## src/rtl/count_sched.sv

```systemverilog
`timescale 1ns/1ps
// count_sched: round-robin arbiter lending one shared CW-bit counter to NREQ requesters.
// Latency: gnt 1 cycle after req is seen idle, done len+2 cycles after gnt; losers simply hold req.
module count_sched #(
    parameter int NREQ = 4,
    parameter int CW   = 4
) (
    input  logic              clk,
    input  logic              rst,
    input  logic [NREQ-1:0]   req,
    input  logic [NREQ*CW-1:0] req_len,
    output logic [NREQ-1:0]   gnt,
    output logic [NREQ-1:0]   done,
    output logic              busy,
    output logic              cnt_rstn,
    output logic              cnt_en,
    input  logic [CW-1:0]     cnt_val
);

    localparam int PW  = (NREQ > 1) ? $clog2(NREQ) : 1;
    localparam int PW1 = PW + 1;

    typedef enum logic [1:0] {
        S_IDLE  = 2'd0,
        S_CLEAR = 2'd1,
        S_COUNT = 2'd2,
        S_DONE  = 2'd3
    } state_t;

    state_t          state_q, state_d;
    logic [PW-1:0]   ptr_q, ptr_d;
    logic [NREQ-1:0] gnt_q, gnt_d;
    logic [CW-1:0]   len_q, len_d;

    logic            win_vld;
    logic [PW-1:0]   win_idx;
    logic [PW-1:0]   gnt_idx;
    logic [PW-1:0]   ptr_inc;
    logic            req_granted;
    logic [CW-1:0]   win_len;

    // First asserted request found walking ptr, ptr+1, ... wrapping at NREQ.
    always_comb begin
        logic [PW1-1:0] sum;
        logic [PW-1:0]  idx;
        win_vld = 1'b0;
        win_idx = '0;
        sum     = '0;
        idx     = '0;
        for (int k = 0; k < NREQ; k++) begin
            sum = {1'b0, ptr_q} + PW1'(k);
            if (sum >= PW1'(NREQ)) begin
                sum = sum - PW1'(NREQ);
            end
            idx = sum[PW-1:0];
            if (!win_vld && req[idx]) begin
                win_vld = 1'b1;
                win_idx = idx;
            end
        end
    end

    always_comb begin
        gnt_idx = '0;
        for (int i = 0; i < NREQ; i++) begin
            if (gnt_q[i]) begin
                gnt_idx = PW'(i);
            end
        end
    end

    assign ptr_inc     = (gnt_idx == PW'(NREQ - 1)) ? '0 : gnt_idx + PW'(1);
    assign req_granted = |(req & gnt_q);
    assign win_len     = req_len[int'(win_idx) * CW +: CW];

    always_comb begin
        state_d = state_q;
        ptr_d   = ptr_q;
        gnt_d   = gnt_q;
        len_d   = len_q;
        cnt_en  = 1'b0;
        case (state_q)
            S_IDLE: begin
                if (win_vld) begin
                    gnt_d          = '0;
                    gnt_d[win_idx] = 1'b1;
                    len_d          = win_len;
                    state_d        = S_CLEAR;
                end
            end
            S_CLEAR: begin
                state_d = S_COUNT;
            end
            S_COUNT: begin
                // Enable drops at equality, so len = 2^CW-1 never wraps the counter.
                cnt_en = (cnt_val < len_q) && req_granted;
                if (!req_granted) begin
                    ptr_d   = ptr_inc;
                    state_d = S_IDLE;
                end else if (cnt_val >= len_q) begin
                    state_d = S_DONE;
                end
            end
            S_DONE: begin
                ptr_d   = ptr_inc;
                state_d = S_IDLE;
            end
            default: begin
                state_d = S_IDLE;
            end
        endcase
    end

    always_ff @(posedge clk) begin
        if (rst) begin
            state_q <= S_IDLE;
            ptr_q   <= '0;
            gnt_q   <= '0;
            len_q   <= '0;
        end else begin
            state_q <= state_d;
            ptr_q   <= ptr_d;
            gnt_q   <= gnt_d;
            len_q   <= len_d;
        end
    end

    assign gnt      = (state_q != S_IDLE) ? gnt_q : '0;
    assign done     = (state_q == S_DONE) ? gnt_q : '0;
    assign busy     = (state_q != S_IDLE);
    assign cnt_rstn = !(rst || (state_q == S_CLEAR));

endmodule

```

## config.mk

```make
export PLATFORM = sky130hd
export DESIGN_NAME = count_sched
export DESIGN_NICKNAME = d
export VERILOG_FILES = /design/src/rtl/count_sched.sv
export SDC_FILE = /design/constraint.sdc
export NUM_CORES = 1
export LEC_CHECK = 0
export ABC_AREA = 1
export BUFFER_PORTS_ARGS = -buffer_cell sky130_fd_sc_hd__clkbuf_2
export CORE_MARGIN = 2
export CORE_UTILIZATION = 54
export CTS_CLUSTER_DIAMETER = 120
export DETAILED_ROUTE_END_ITERATION = 8
export PLACE_DENSITY = 0.91
export SLEW_MARGIN = 30
export SYNTH_ARGS = -nofsm -noshare
export SYNTH_HDL_FRONTEND = slang
export SYNTH_SLANG_ARGS = --single-unit
```

## constraint.sdc

```tcl
create_clock -name clk -period 3 [get_ports clk]
set_input_delay 0.3 -clock clk [delete_from_list [all_inputs] [get_ports clk]]
set_output_delay 0.3 -clock clk [all_outputs]
set_load 0.05 [all_outputs]
```

==> flow_summary.json <==
{
  "clk_path_buf_depth": 2,
  "area_growth_pct": 19.3,
  "yosys_warnings": 0,
  "ys_ff_latch": 12,
  "slowest_stage": "clkbuf_2",
  "place_inst": 250,
  "cpPeakStageDelay_ps": 320,
  "relSlewSlack_pct": 72.6,
  "cp-end-kind": "primary output",
  "final_common_cell": "nand2_1",
  "leakage_nw": 0.782,
  "hold_path_depth": 2,
  "required_ps": 2700,
  "min_period_over_period_pct": 72.6,
  "vias": 1320,
  "dp_hpwl_um": 2160,
  "fillers": 205,
  "final_hold_viol_count": 0,
  "synth_area_um2": 1160,
  "core_um2": 2000,
  "synth_top_family_by_area": "simple AND/OR/NAND/NOR gates",
  "ys_seq_area_share_pct": 20.7,
  "grt_pass1_wl_um": 4480,
  "final_nets": 258,
  "post_cts_resize_count": 0,
  "fmax_mhz": 459,
  "setup-tns-final_ps": 0,
  "synthXorXnorAreaFrac_pct": 0,
  "path_clk_slew_ps": 80,
  "overflow": 0,
  "setup-violations-final": 0,
  "crit_type": "reg2out",
  "yosys.area.top_type": "dfxtp_1",
  "synthAdderAreaFrac_pct": 4.31,
  "peakVddDrop_mv": 0.815,
  "cts_sinks": 12,
  "port_buffers": 36,
  "maxCapViolCount": 0,
  "muxShareOfSynthArea_pct": 0,
  "cpMostUsedCell": "nor2_1",
  "stdcell_count": 254,
  "rsz0062_at_grt": "false",
  "die_y_um": 50.4,
  "wl_per_cell_um": 10.5,
  "viasPerCell": 5.20,
  "layout_common_cells": "nand2_1, clkbuf_2, inv_1, nor2_1",
  "grtUsageTotal_pct": 22.4,
  "post-cts-setup-buffer-count": 0,
  "synth.area.top_cells": "dfxtp_1, nand2_1, inv_1",
  "syn-num-nets": 220,
  "start_kind": "flip-flop",
  "routed_wl_um": 2660,
  "met1_usage_pct": 28.5,
  "synth_compound_area_share_pct": 10.8,
  "hp-class": "in2reg",
  "yosysTopAreaCellShare_pct": 20.7,
  "drv_slew": 0,
  "grt-busiest-layer": "met2",
  "synthSimpleGateAreaFrac_pct": 52.9,
  "start_util_pct": 58.0,
  "io_pins": 37,
  "critPathArrivalTime_ps": 1880,
  "final_layout_size_suffix_gt1_share_pct": 30.4,
  "grt_pass1_vias": 1099,
  "h-tree-depth": 1,
  "drc": 0,
  "status": "complete, no violations",
  "place_congestion": 0.833,
  "cts_hold_buf": 0,
  "min_period_ps": 2180,
  "critPathMaxFanout": 2,
  "antennaDiodeCount": 0,
  "drtIter0Drc": 36,
  "worst_hold_slack_ps": 305,
  "total_power_mw": 1.60,
  "use_met2_pct": 37.7,
  "cts_root_buf": "clkbuf_4",
  "rows": 16,
  "clock_skew_ps": 4.16,
  "ant_nets": 0,
  "synth_cell_types": 23,
  "clk_latency_ps": 280,
  "rrSetupSlack_ps": 830,
  "dieWidth_um": 50.4,
  "die_area_um2": 2540,
  "tritoncts": "built",
  "netlist_instances": 190,
  "grt_max_degree": 15,
  "antenna_found_initial": 0,
  "drt_pass1_iterations": 4,
  "syn_avg_cell_area_um2": 6.11,
  "p_per_area_nw_per_um2": 1150,
  "numCtsBuffers": 3,
  "crit_path_cell_trace": "inv_1 -> ha_1 -> inv_1 -> nor2_1 -> nor2_1 -> nor2_1 -> nor3_1 -> o21ai_0 -> nor3_1 -> clkbuf_2",
  "tightestPinTransition_ps": 409,
  "r2r_cells": 13,
  "grtUsageMet3_pct": 5.36
}
stage by stage:
step / utilization [%] / setup slack, ps / instance area [µm²]
2_1_floorplan: - / 537 / 1160
4_1_cts: 69.2 / 814 / 1390
3_3_place_gp: 67.4 / 966 / 1350
3_5_place_dp: 67.4 / 895 / 1350
6_report: 69.2 / 821 / 1390
5_1_grt: 69.2 / 523 / 1390
flip-flops by register name (all words and copies together) (netlist names):
register and flops:
ptr_q 2, state_q 2, gnt_q 4, len_q 4
final timing paths:
path | end | from
setup / recovery | cnt_en | len_q[1]$_SDFFE_PP0P_
hold / removal | state_q[1]$_SDFFE_PP0P_ | rst
setup reg to reg | len_q[3]$_SDFFE_PP0P_ | ptr_q[0]$_SDFFE_PP0P_
hold reg to reg | gnt_q[3]$_SDFFE_PP0P_ | gnt_q[3]$_SDFFE_PP0P_
metal layers:
| metal | vias up | part of all wire, % |
|---|---|---|
| met5 | - | 0 |
| met4 | 0 | 0.79 |
| met3 | 6 | 4.9 |
| met2 | 35 | 49 |
| met1 | 587 | 45 |
| li1 | 692 | - |
area by class of cell:
cell class | instances | area (µm²) | share of cell area [%]
multi-input cells | 147 | 790 | 57.0
clock buffers | 4 | 36.3 | 2.62
inverters | 28 | 105 | 7.59
repair buffers | 36 | 180 | 13.0
well taps | 27 | 33.8 | 2.44
flip-flops and latches | 12 | 240 | 17.3
power by group:
part	leakage, nW	total, mW	switching (mW)	internal [mW]
clock	0.0210	0.128	0.0544	0.0738
combinational	0.661	1.19	0.824	0.367
sequential	0.0994	0.281	0.0584	0.222
total	0.782	1.60	0.937	0.663
cells by family (layout without fill, tap and decap cells):
logic type,after synthesis,after routing
and+or+nand+nor,120,120
AOI/OAI and AO/OA,23,23
adders and majority gates,4,4
buffers and inverters,31,68
DFF,12,12
synthesized netlist by cell type:
library cell   n
nand2_1       57
nor2_8         1
o22ai_1        2
ha_1           4
a21oi_1        9
nand3_4        1
nand4_1        9
nand3_2        4
nand2_4        5
nand3b_1       1
inv_1         23
o21ai_0        7
o21ai_2        1
buf_4          2
dfxtp_1       12
nand3_1        9
nand2_2       12
nor3_1         3
o21ai_1        3
buf_6          1
o2111ai_1      1
nor2_1        18
inv_2          5
critical path: cells and delay by family (launching register included):
family / cells / cell delay, ps
AND/OR/NAND/NOR: 5 / 450
buffers and inverters: 3 / 430
flip-flops: 1 / 310
adder cells (fa/ha/maj): 1 / 290
AO/OA/AOI/OAI: 1 / 110
(Power assumes the default switching activity.)
